<file path="config.mk">
export PLATFORM = sky130hd
export DESIGN_NAME = multi_sync_debounce
export DESIGN_NICKNAME = d
export VERILOG_FILES = /design/src/rtl/sync_pkg.sv /design/src/rtl/sync_channel.sv /design/src/rtl/multi_sync_debounce.sv
export SDC_FILE = /design/constraint.sdc
export NUM_CORES = 1
export LEC_CHECK = 0
export ABC_AREA = 1
export CORE_UTILIZATION = 56
export DETAILED_ROUTE_END_ITERATION = 10
export DONT_BUFFER_PORTS = 1
export PLACE_DENSITY = 0.84
export SYNTH_ARGS = -nofsm -noshare
export SYNTH_HDL_FRONTEND = slang
export SYNTH_SLANG_ARGS = --single-unit
</file>
<file path="constraint.sdc">
create_clock -name clock_i -period 1.3 [get_ports clock_i]
set_input_delay 0.39 -clock clock_i [delete_from_list [all_inputs] [get_ports clock_i]]
set_output_delay 0.39 -clock clock_i [all_outputs]
set_load 0.05 [all_outputs]
</file>
<file path="src/rtl/sync_pkg.sv">
// Shared types and helpers for the multi-channel synchronizer/debouncer.
package sync_pkg;

   typedef enum logic [1:0] {S_LOW, S_PEND_H, S_HIGH, S_PEND_L} deb_state_t;

   function automatic int cnt_width(int cycles);
      return $clog2(cycles + 1);
   endfunction

endpackage

</file>
<file path="src/rtl/sync_channel.sv">
// One input channel: synchronizer chain, debounce FSM and cycle counter.
// Rise/fall pulse flops are built only when SYNC_EDGE_PULSE_EN is defined.
//
//  state    | meaning
//  S_LOW    | output low, input agrees
//  S_PEND_H | output low, counting consecutive high samples
//  S_HIGH   | output high, input agrees
//  S_PEND_L | output high, counting consecutive low samples
module sync_channel
   import sync_pkg::*;
#(
   parameter int STAGES          = 2,
   parameter int DEBOUNCE_CYCLES = 16
) (
   input  logic clock_i,
   input  logic reset_i,
   input  logic value_i,
   output logic value_o,
   output logic rise_o,
   output logic fall_o
);

   localparam int            CW       = cnt_width(DEBOUNCE_CYCLES);
   localparam logic [CW-1:0] CNT_LAST = CW'(DEBOUNCE_CYCLES - 1);
   localparam logic [CW-1:0] CNT_ONE  = CW'(1);

   logic [STAGES-1:0] sync;
   logic              s;
   deb_state_t        state, state_nxt;
   logic [CW-1:0]     cnt, cnt_nxt;
   logic              value_nxt;

   // Plain shift chain, nothing between the flops.
   always_ff @(posedge clock_i or posedge reset_i) begin
      if (reset_i) sync <= '0;
      else         sync <= {sync[STAGES-2:0], value_i};
   end

   assign s = sync[STAGES-1];

   always_comb begin
      state_nxt = state;
      cnt_nxt   = cnt;
      case (state)
         S_LOW: begin
            if (s) begin
               if (DEBOUNCE_CYCLES == 1) begin
                  state_nxt = S_HIGH;
               end else begin
                  state_nxt = S_PEND_H;
                  cnt_nxt   = CNT_ONE;
               end
            end
         end
         S_PEND_H: begin
            if (!s) begin
               state_nxt = S_LOW;
               cnt_nxt   = '0;
            end else if (cnt == CNT_LAST) begin
               state_nxt = S_HIGH;
               cnt_nxt   = '0;
            end else begin
               cnt_nxt = cnt + CNT_ONE;
            end
         end
         S_HIGH: begin
            if (!s) begin
               if (DEBOUNCE_CYCLES == 1) begin
                  state_nxt = S_LOW;
               end else begin
                  state_nxt = S_PEND_L;
                  cnt_nxt   = CNT_ONE;
               end
            end
         end
         S_PEND_L: begin
            if (s) begin
               state_nxt = S_HIGH;
               cnt_nxt   = '0;
            end else if (cnt == CNT_LAST) begin
               state_nxt = S_LOW;
               cnt_nxt   = '0;
            end else begin
               cnt_nxt = cnt + CNT_ONE;
            end
         end
         default: begin
            state_nxt = S_LOW;
            cnt_nxt   = '0;
         end
      endcase
   end

   // Output level follows the committed state, so pending states keep the old level.
   assign value_nxt = (state_nxt == S_HIGH) || (state_nxt == S_PEND_L);

   always_ff @(posedge clock_i or posedge reset_i) begin
      if (reset_i) begin
         state   <= S_LOW;
         cnt     <= '0;
         value_o <= 1'b0;
      end else begin
         state   <= state_nxt;
         cnt     <= cnt_nxt;
         value_o <= value_nxt;
      end
   end

`ifdef SYNC_EDGE_PULSE_EN
   always_ff @(posedge clock_i or posedge reset_i) begin
      if (reset_i) begin
         rise_o <= 1'b0;
         fall_o <= 1'b0;
      end else begin
         rise_o <= value_nxt & ~value_o;
         fall_o <= ~value_nxt & value_o;
      end
   end
`else
   assign rise_o = 1'b0;
   assign fall_o = 1'b0;
`endif

endmodule

</file>
<file path="src/rtl/multi_sync_debounce.sv">
// Multi-channel input conditioner: one sync_channel per input bit.
// Edge pulses exist only when SYNC_EDGE_PULSE_EN is defined.
module multi_sync_debounce
   import sync_pkg::*;
#(
   parameter int CHANNELS        = 4,
   parameter int STAGES          = 2,
   parameter int DEBOUNCE_CYCLES = 16
) (
   input  logic                clock_i,
   input  logic                reset_i,
   input  logic [CHANNELS-1:0] value_i,
   output logic [CHANNELS-1:0] value_o,
   output logic [CHANNELS-1:0] rise_o,
   output logic [CHANNELS-1:0] fall_o
);

   if (CHANNELS < 1) begin : g_bad_channels
      $error("multi_sync_debounce: CHANNELS must be >= 1");
   end
   if (STAGES < 2) begin : g_bad_stages
      $error("multi_sync_debounce: STAGES must be >= 2");
   end
   if (DEBOUNCE_CYCLES < 1) begin : g_bad_cycles
      $error("multi_sync_debounce: DEBOUNCE_CYCLES must be >= 1");
   end

   for (genvar c = 0; c < CHANNELS; c++) begin : g_ch
      sync_channel #(
         .STAGES          (STAGES),
         .DEBOUNCE_CYCLES (DEBOUNCE_CYCLES)
      ) u_ch (
         .clock_i (clock_i),
         .reset_i (reset_i),
         .value_i (value_i[c]),
         .value_o (value_o[c]),
         .rise_o  (rise_o[c]),
         .fall_o  (fall_o[c])
      );
   end

endmodule
</file>
==> results by group, run 1 <==
Run status
  – Status: finished, violations left
  – Failing checks: negative setup slack

Flow run
  – Max Cap Viol: 0

Global routing
  – Wire length of the first global-routing pass: 4500 um
  – Vias in the first global route: 1061
  – Total track usage: 18.6%
  – Remaining Overflow, GRT: 0
  – Initial antenna violation count: 0
  – Largest net degree at the start of global routing: 25

STA
  – Min Clock Period, post-route: ~1300 ps
  – Setup Viol. Count Final: 1
  – Unrepaired setup endpoints after global routing: true
  – Final period utilization: 100%
  – Hold Fails Final Rpt: 0
  – Worst Setup Slack, final: -0.458 ps
  – Layout Skew: about 11 ps
  – Highest Clock Rate: 769 MHz
  – Slew Viols, Final: 0

Power and ir drop
  – Pwr dens: 1070 mW/mm^2
  – Leakage: roughly 0.97 nW
  – Worst VDD drop: about 0.00078 V

Floorplan
  – Die Y: 58.9 um
  – Initial cell density of the core: 59.3%
  – Row count: 20
  – Die ar.: 0.00346 sq mm
  – Ports: 18
  – Die X: 58.9 um
  – Core area: 0.00305 sq mm

Synthesis
  – Syn Area/Cell: around 9.4 sq um
  – Synthesis-stage register bit count: 40
  – Cells after Synth: 193
  – Syn Std Cell Area: 0.00181 sq mm
  – Count of different cell masters after synthesis: 22
  – Synth Warn #: 0
  – Sequential share of the synthesized area: between 50% and 60%

Critical path
  – WP data arrival: 1530 ps
  – Crit. End Element: flip-flop
  – CP peak stage delay: 400 ps
  – CP Class: flip-flop to flip-flop
  – CP max-delay cell: dfrtp_1
  – WP buf/inv: 1
  – Top cell family by delay on the critical path: simple AND/OR/NAND/NOR gates
  – Crit start category: flip-flop
  – CP required: 1530 ps
  – CP Max Fanout: 5
  – CP Cell Sequence: ha_2 -> nand3_4 -> nor3_4 -> buf_4 -> nor2_2

Clock tree
  – Clk root buf: clkbuf_4
  – Latest clock arrival within the worst-skew pair: 340 ps
  – CTS Buf Count: 5
  – H-tree depth: 2
  – Clock Pin Slew Worst Setup and Hold Paths: 100 ps
  – CTS Sinks: 40
  – CTS Buffer Depth: 2
  – CTS tree: done

Routing
  – Vias: 1255
  – 1st-iter DRT viols: 27
  – Drt pass-1 iters: 6
  – Avg WL per Cell: 11.3 um
  – DRC: 0
  – DR vias/cell: around 5
  – Final wirelength: between 2000 and 3000 um
  – Antenna violation net count after detailed routing: 0

Cells and area
  – Layout Cells excl Fill: 250
  – # nets final: 218
  – Area growth from synthesis to layout: 12.2%
  – Finished Cell Area: 0.00203 sq mm
  – Util after Layout: between 60% and 70%
  – Multi-input gate area: 743 sq um
  – Register area: 0.00100 sq mm
  – Layout cells sized above 1: about a fifth
  – N_diodes: 0
  – # fillers: roughly 250

Place
  – Routability-driven placement congestion ratio: 0.806
  – Post-Place Cell Area: 0.00183 sq mm
  – Placed Cells: 234
  – Place WS: 51.3 ps
  – PortBufs: 0
  – Final HPWL DP: 1870 um

Hold path
  – Worst Hold Class: input pin to flip-flop
-- cell usage after synthesis --
master    number  area (sq um)
nand3_1       12          60.1
o21ai_0       13          65.1
nand2_1       47           176
xor2_1         1          8.76
xor2_2         2          32.5
and3_1         1          6.26
nand4_1        1          6.26
nand2_2        1          6.26
a21boi_0       2          15.0
conb_1         1          3.75
inv_1         19          71.3
xnor2_1        5          43.8
nor2_1        18          67.6
ha_1           4          50.1
nor3_2         1          10.0
a21oi_1        6          30.0
dfrtp_1       40          1000
nor3_4         2          32.5
o21ai_1        1          5.00
nor2_2         3          18.8
buf_4         12          90.1
nand3_2        1          10.0
-- repair_timing --
item                                    CTS  global route
pin swaps                                 0             9
resized for setup                         4            16
gates cloned                              0             0
hold buffers                              1             0
setup buffers                             0            10
endpoints found under the hold margin    16             0
endpoints found under the setup margin    4            13
-- cells by family (layout without fill, tap and decap cells) --
kind of cell | count (synthesis) | after routing | synth area share, %
AO/OA/AOI/OAI | 22 | 22 | 6.36
XOR/XNOR | 8 | 8 | 4.70
adder cells (fa/ha/maj) | 4 | 4 | 2.76
buffers and inverters | 31 | 37 | 8.92
flip-flops | 40 | 40 | 55.3
other | 1 | 8 | 0.207
AND/OR/NAND/NOR | 87 | 87 | 21.8
-- routing by layer --
metal / GRT usage (%) / wire length (um) / vias to the layer above
met5: 0 / 0 / -
met4: 13.3 / 96 / 0
met3: 6.15 / 126 / 13
met2: 27.4 / 1300 / 33
met1: 23.0 / 1300 / 591
li1: - / - / 618
-- where the power goes --
group | switching [mW] | internal (mW)
Clock | 0.356 | 0.181
Combinational | 0.177 | 0.102
Sequential | 0.0622 | 1.30
Total | 0.595 | 1.59
-- worst paths after layout --
check	endpoint	cells after the start	slack (ps)	start
worst max-delay path	g_ch[2].u_ch.cnt[0]	5	-0.5	g_ch[2].u_ch.cnt[1]
worst min-delay path	g_ch[1].u_ch.sync[0]	0	70	value_i[1]
worst max register to register	g_ch[2].u_ch.cnt[0]	5	-0.5	g_ch[2].u_ch.cnt[1]
worst min register to register	g_ch[2].u_ch.sync[1]	0	360	g_ch[2].u_ch.sync[0]
max in group asynchronous	g_ch[1].u_ch.value_o	3	360	reset_i
min in group asynchronous	g_ch[2].u_ch.cnt[0]	2	510	reset_i
-- through the flow --
| stage | TNS (ps) | power [mW] | hold WS, ps |
|---|---|---|---|
| 2_1_floorplan | 0 | 1.58 | 331 |
| 3_3_place_gp | 0 | 1.60 | 268 |
| 3_5_place_dp | 0 | 1.61 | 270 |
| 4_1_cts | 0 | 2.16 | 41.5 |
| 5_1_grt | -217 | 2.30 | 34.7 |
| 6_report | -0.458 | 2.18 | 72.3 |
-- layout make-up --
class,instances,area share [%]
flip-flops and latches,40,49.4
clock buffers,5,1.85
inverters,19,3.69
multi-input cells,129,36.6
repair buffers,13,5.73
well taps,44,2.71
-- cell usage in the layout (no fill, tap or decap) --
cell / Yosys / routed
xor2_2: 2 / 2
buf_6: 0 / 1
nor2_2: 3 / 4
dfrtp_2: 0 / 3
a21boi_0: 2 / 2
and3_1: 1 / 1
nor2_4: 0 / 1
nand2_2: 1 / 1
xnor2_1: 5 / 5
o21ai_0: 13 / 11
conb_1: 1 / 8
nor3_4: 2 / 3
xor2_1: 1 / 1
inv_1: 19 / 18
buf_4: 12 / 10
dlygate4sd3_1: 0 / 1
nand4_1: 1 / 1
clkbuf_4: 0 / 5
nor2_1: 18 / 16
nand2_1: 47 / 47
clkinvlp_4: 0 / 1
o21ai_1: 1 / 3
a21oi_1: 6 / 6
nand3_1: 12 / 10
ha_2: 0 / 3
ha_4: 0 / 1
buf_12: 0 / 1
dfrtp_1: 40 / 37
nand3_4: 0 / 3
-- registers in the layout (all words and copies together) (netlist names) --
signal and flops:
g_ch.u_ch.cnt 20, g_ch.u_ch.state 8, g_ch.u_ch.sync 8, g_ch.u_ch.value_o 4
Note: power is estimated with default switching activity, not from simulation.
==> run 2: changes to the inputs <==
ABC_AREA = 0   (was 1)
CORE_UTILIZATION = 59   (was 56)
CTS_BUF_LIST = sky130_fd_sc_hd__clkbuf_2   (was default)
PLACE_DENSITY = 0.88   (was 0.84)
==> run 2 against run 1 <==
  * Routed wire length rose by 19%
  * Synthesized cell count fell by 16%
  * Total power rose by 15%
  * First-iteration DRC count rose to 2.6 times the previous value
  * The flow still finishes with violations (negative setup slack)
  * Critical path depth fell by 1
  * Fmax fell by 6.7%
  * Clock skew rose by 4.7 ps
  * Hold slack improved by 300 ps
  * Sequential share of layout area fell by 4.1 points
==> results by group, run 2 <==
Synthesis
  – Main synth FF type: dfrtp_1
  – Most frequent cells after synthesis: dfrtp_1, nand2_1, buf_4, nand3_1, mux2_2
  – Synthesis-stage register bit count: 40
  – Cells after Synth: 162
  – Post-synthesis compound-gate area fraction: 9.67%
  – Syn Std Cell Area: roughly 0.0018 sq mm
  – Synth top area share: between 50 and 60%
  – Top-count cell post-synth: dfrtp_1
  – Multiplexer share of the synthesized area: 4.90%
  – Post-synthesis async set-or-reset flop share: 100%
  – Largest family of logic cells by synthesized area: simple AND/OR/NAND/NOR gates
  – Xor-xnor portion of the synthesized cell area: 4.77%
  – Syn Area/Cell: 11.3 sq um
  – Synth Area in Simple Gates: ~17%
  – Cell taking the most area after synthesis: dfrtp_1
  – Count of different cell masters after synthesis: 31
  – EDFF count, synth: 0
  – Synth area leaders: dfrtp_1, buf_4, mux2_2, xor2_1, nand3_1
  – Sequential share of the synthesized area: about 54%
  – Post-synthesis adder-cell area fraction: 2.72%
  – Synth Warn #: 0

Routing
  – Final wirelength: 3360 um
  – Antenna violation net count after detailed routing: 0
  – Wire length on met1: ~1500 um
  – Drt pass-1 iters: 4
  – DR vias/cell: 5.75
  – 1st-iter DRT viols: 70
  – Met3 routed WL: 97 um
  – DR WL met2: ~1700 um
  – Uppermost layer routed: met4
  – DRC: 0
  – Avg WL per Cell: 14.8 um
  – Vias: 1305

Run status
  – Status: finished, violations left
  – Failing checks: negative setup slack

Floorplan
  – Die X: just under 60 um
  – Core area: approximately 0.0029 sq mm
  – Row count: 19
  – Initial cell density of the core: 64.4%
  – Die Y: 57.8 um
  – Die ar.: 0.00334 sq mm
  – Ports: 18

Cells and area
  – Area growth from synthesis to layout: 20.8%
  – Largest register FFs: 20
  – Util after Layout: 77.8%
  – Layout cells sized above 1: around a third
  – # nets final: 205
  – Top flop regs: g_ch.u_ch.cnt: 20 flops, g_ch.u_ch.state: 8 flops, g_ch.u_ch.sync: 8 flops
  – Most common cell after layout, fill and taps aside: dfrtp_1
  – Reg with most FFs: g_ch.u_ch.cnt
  – Finished Cell Area: 0.00222 sq mm
  – Most frequent cells in the layout: dfrtp_1, buf_4, nand3_1
  – N_diodes: 0

STA
  – Highest Clock Rate: 718 MHz
  – Layout Skew: 15.4 ps
  – Slew Viols, Final: 0
  – Worst Setup Slack, final: -93.5 ps
  – Unrepaired setup endpoints after global routing: true
  – Setup Viol. Count Final: 12
  – Min Clock Period, post-route: 1390 ps
  – Hold Fails Final Rpt: 0
  – Final period utilization: 107%

Clock tree
  – CTS Buf Count: 5
  – CTS tree: done
  – CTS Sinks: 40
  – Clk root buf: clkbuf_2
  – Latest clock arrival within the worst-skew pair: 390 ps
  – H-tree depth: 2
  – CTS Buffer Depth: 2
  – Clock Pin Slew Worst Setup and Hold Paths: 190 ps

Place
  – Final HPWL DP: ~2400 um
  – Routability-driven placement congestion ratio: 0.848
  – Place WS: -54.2 ps
  – PortBufs: 0
  – Post-Place Cell Area: a little under 0.002 sq mm

Global routing
  – Vias in the first global route: 1269
  – Remaining Overflow, GRT: 0
  – Largest net degree at the start of global routing: 41
  – Initial antenna violation count: 0
  – Total track usage: 23.3%
  – Wire length of the first global-routing pass: 5750 um

Flow run
  – Max Cap Viol: 0

Critical path
  – Crit. End Element: flip-flop
  – Crit start category: flip-flop
  – CP Class: flip-flop to flip-flop
  – CP required: 1630 ps
  – WP data arrival: 1720 ps
  – CP Max Fanout: 4

Power and ir drop
  – Pwr dens: 1130 mW/mm^2
  – Worst VDD drop: approximately 0.0008 V
  – Leakage: roughly 1.1 nW

Hold path
  – Worst Hold Class: flip-flop to flip-flop
run 2: changes by cell type in the layout (fill, tap and decap cells not counted), moves of 13 or more:
cell / delta
nor2_1: -13
buf_4: +17
inv_1: -15
nand2_1: -37
run 2: through the flow:
step / TNS [ps] / instances / hold WS (ps) / total power [mW]
2_1_floorplan: 0 / 169 / 331 / 1.74
3_3_place_gp: 0 / 204 / 318 / 1.88
3_5_place_dp: -285 / 204 / 325 / 1.93
4_1_cts: -358 / 226 / 374 / 2.50
5_1_grt: -1190 / 227 / 395 / 2.64
6_report: -355 / 227 / 373 / 2.51
run 2: routing by layer:
layer	track usage, %	vias to the layer above
met4	7.14	0
met2	37.2	27
met5	0	-
met1	30.8	645
met3	7.59	4
li1	-	629
run 2: worst paths after layout:
| kind | end | cells past startpoint | slack (ps) | start |
|---|---|---|---|---|
| worst max-delay path | g_ch[1].u_ch.cnt[3] | 4 | -90 | g_ch[1].u_ch.cnt[0] |
| min in group asynchronous | g_ch[1].u_ch.cnt[4] | 3 | 490 | reset_i |
| max in group asynchronous | g_ch[3].u_ch.value_o | 3 | 600 | reset_i |
| worst min-delay path | g_ch[3].u_ch.sync[1] | 0 | 370 | g_ch[3].u_ch.sync[0] |
| worst min register to register | g_ch[3].u_ch.sync[1] | 0 | 370 | g_ch[3].u_ch.sync[0] |
| worst max register to register | g_ch[1].u_ch.cnt[3] | 4 | -90 | g_ch[1].u_ch.cnt[0] |
run 2: repair_timing:
| action | CTS | global route |
|---|---|---|
| buffers inserted | 9 | 2 |
| endpoints found under the hold margin | 44 | 0 |
| gates resized for setup | 9 | 12 |
| pin swaps | 6 | 9 |
| gates cloned | 0 | 0 |
| setup endpoints to repair | 15 | 25 |
| hold buffers | 5 | 0 |
run 2: cell type report:
cell class	count	area (sq um)
flip-flops and latches	40	1010
fillers	166	633
repair buffers	35	295
multi-input cells	109	822
clock buffers	7	35.0
clock inverters	1	3.75
well taps	31	38.8
inverters	4	18.8
run 2: logic make-up (layout without fill, tap and decap cells):
logic type,count (synthesis),in the layout
XOR/XNOR,10,10
flip-flops,40,40
buffers and inverters,20,47
AO/OA/AOI/OAI,27,27
other,1,8
adder cells (fa/ha/maj),4,4
AND/OR/NAND/NOR,52,52
multiplexers,8,8
run 2: report_power, final:
part,switching (mW),total [mW],internal (mW)
clock,0.367,0.511,0.144
sequential,0.0954,1.44,1.34
combinational,0.278,0.556,0.278
run 2: worst max-delay path, stage by stage, from the launching register on:
cell and delay [ps]:
dfrtp_1 430, ha_2 190, and4b_1 200, or4_1 430
nand3_2 80
==> run 3: changes to the inputs <==
CORE_ASPECT_RATIO = 0.8   (was default)
SETUP_SLACK_MARGIN = 0.05   (was default)
==> run 3 against run 2 <==
  * The flow still finishes with violations (negative setup slack)
  * Die area about the same
  * Final cell count up 4.0%
  * Count of clock-buffer cells in the layout down 2
  * Hold slack better by 20 ps
  * Core utilization up 5.7 points
==> results by group, run 3 (synthesized netlist as in run 2, its figures left out) <==
Run status
  – Status: finished, violations left
  – Failing checks: negative setup slack

Clock tree
  – CTS tree: done
  – CTS Buf Count: 5
  – CTS Sinks: 40
  – Clock Pin Slew Worst Setup and Hold Paths: 230 ps
  – Clk root buf: clkbuf_2
  – H-tree depth: 2
  – Latest clock arrival within the worst-skew pair: 420 ps
  – CTS Buffer Depth: 2

Routing
  – Drt pass-1 iters: 5
  – Avg WL per Cell: 18.7 um
  – DRC: 0
  – 1st-iter DRT viols: 93
  – DR vias/cell: 6.02
  – Final wirelength: 4420 um
  – Antenna violation net count after detailed routing: 0
  – Vias: 1421

STA
  – Hold Fails Final Rpt: 0
  – Final period utilization: 106%
  – Unrepaired setup endpoints after global routing: true
  – Layout Skew: 18.7 ps
  – Highest Clock Rate: ~720 MHz
  – Worst Setup Slack, final: -81.1 ps
  – Min Clock Period, post-route: around 1400 ps
  – Slew Viols, Final: 0
  – Setup Viol. Count Final: 17

Cells and area
  – N_diodes: 0
  – Largest register FFs: 20
  – Top flop regs: g_ch.u_ch.cnt: 20 flops, g_ch.u_ch.state: 8 flops, g_ch.u_ch.sync: 8 flops
  – Most frequent cells in the layout: dfrtp_1, buf_4, nand3_1
  – # nets final: 207
  – Most common cell after layout, fill and taps aside: dfrtp_1
  – Reg with most FFs: g_ch.u_ch.cnt
  – Area growth from synthesis to layout: 29.6%
  – Layout cells sized above 1: 42.4%

Power and ir drop
  – Power share of the clock group: 36.0%
  – Sequential power share: 45.0%
  – Power share of the combinational group: 18.9%
  – Switching Fraction: 27.1%
  – Total Power: 3.21 mW
  – Pwr dens: 1350 mW/mm^2
  – P_sw: around 0.87 mW
  – Worst VDD drop: 0.00101 V
  – Pint: 2.34 mW
  – Leakage: about 1.1 nW

Floorplan
  – Core area: 0.00285 sq mm
  – Ports: 18
  – Die Y: 51.9 um
  – Initial cell density of the core: 64.4%
  – Row count: 17
  – Die ar.: 0.00334 sq mm
  – Die X: 64.4 um

Global routing
  – Wire length of the first global-routing pass: around 6400 um
  – Initial antenna violation count: 0
  – Largest net degree at the start of global routing: 26
  – Vias in the first global route: 1425
  – Total track usage: 27.2%
  – Remaining Overflow, GRT: 0

Place
  – PortBufs: 0
  – Final HPWL DP: about 2400 um
  – Place WS: -54.8 ps
  – Routability-driven placement congestion ratio: ~0.84

Critical path
  – CP required: 1670 ps
  – CP Cell Sequence: ha_2 -> and4b_2 -> or4_1 -> nand3_1
  – CP peak stage delay: 450 ps
  – Crit. End Element: flip-flop
  – CP max-delay cell: dfrtp_1
  – Crit start category: flip-flop
  – CP Max Fanout: 3
  – WP data arrival: 1750 ps
  – CP Class: flip-flop to flip-flop
  – Flop2flop setup slack: -80 ps

Hold path
  – Worst Hold Class: flip-flop to flip-flop

Flow run
  – Max Cap Viol: 0
## run 3: what timing repair did
action	CTS	global route
hold endpoints to repair	19	0
endpoints found under the setup margin	19	30
resized for setup	24	23
buffers inserted	4	5
hold buffers	5	0
pin swaps	10	10
cloned	0	1
## run 3: power by group through the flow
| stage | clock, mW | sequential, mW | combinational, mW |
|---|---|---|---|
| after floorplan | 0 | 1.44 | 0.305 |
| after global placement | 0 | 1.44 | 0.444 |
| after detailed placement | 0 | 1.45 | 0.481 |
| after CTS | 1.15 | 1.44 | 0.511 |
| after global routing | 1.21 | 1.45 | 0.648 |
| final | 1.16 | 1.45 | 0.607 |
## run 3: path summary, 6_finish.rpt
path	start	cells past startpoint	end
worst max-delay path	g_ch[1].u_ch.cnt[0]	4	g_ch[1].u_ch.cnt[3]
worst min-delay path	g_ch[3].u_ch.sync[0]	0	g_ch[3].u_ch.sync[1]
worst max register to register	g_ch[1].u_ch.cnt[0]	4	g_ch[1].u_ch.cnt[3]
worst min register to register	g_ch[3].u_ch.sync[0]	0	g_ch[3].u_ch.sync[1]
max in group asynchronous	reset_i	3	g_ch[1].u_ch.value_o
min in group asynchronous	reset_i	2	g_ch[2].u_ch.state[1]
## run 3: cell type report
cell class,count,area (sq um)
multi-input cells,109,880
clock inverters,3,90.1
well taps,38,47.5
clock buffers,5,25.0
fillers,140,469
repair buffers,37,308
flip-flops and latches,40,1010
inverters,4,18.8
## run 3: critical path, delay by kind of cell, from the launching register on
kind          cells  cell delay [ps]
flops             1              450
fa+ha+maj         1              180
simple gates      3              710
## run 3: layer usage
metal,vias to the layer above,wire (um),track usage [%]
li1,626,-,-
met3,15,276,7.68
met2,71,2430,49.3
met5,-,0,0
met1,709,1600,30.0
met4,0,112,12.2
## run 3: through the flow
stage / utilization (%) / hold slack (ps) / std cells / cell area (sq um) / TNS, ps
floorplan: - / 331 / 169 / 1890 / -5.67
global placement: 70.7 / 260 / 214 / 2010 / 0
detailed placement: 70.7 / 267 / 214 / 2010 / -189
CTS: 79.8 / 388 / 230 / 2270 / -496
global route: 83.5 / 398 / 236 / 2380 / -1540
finish: 83.5 / 393 / 236 / 2380 / -868
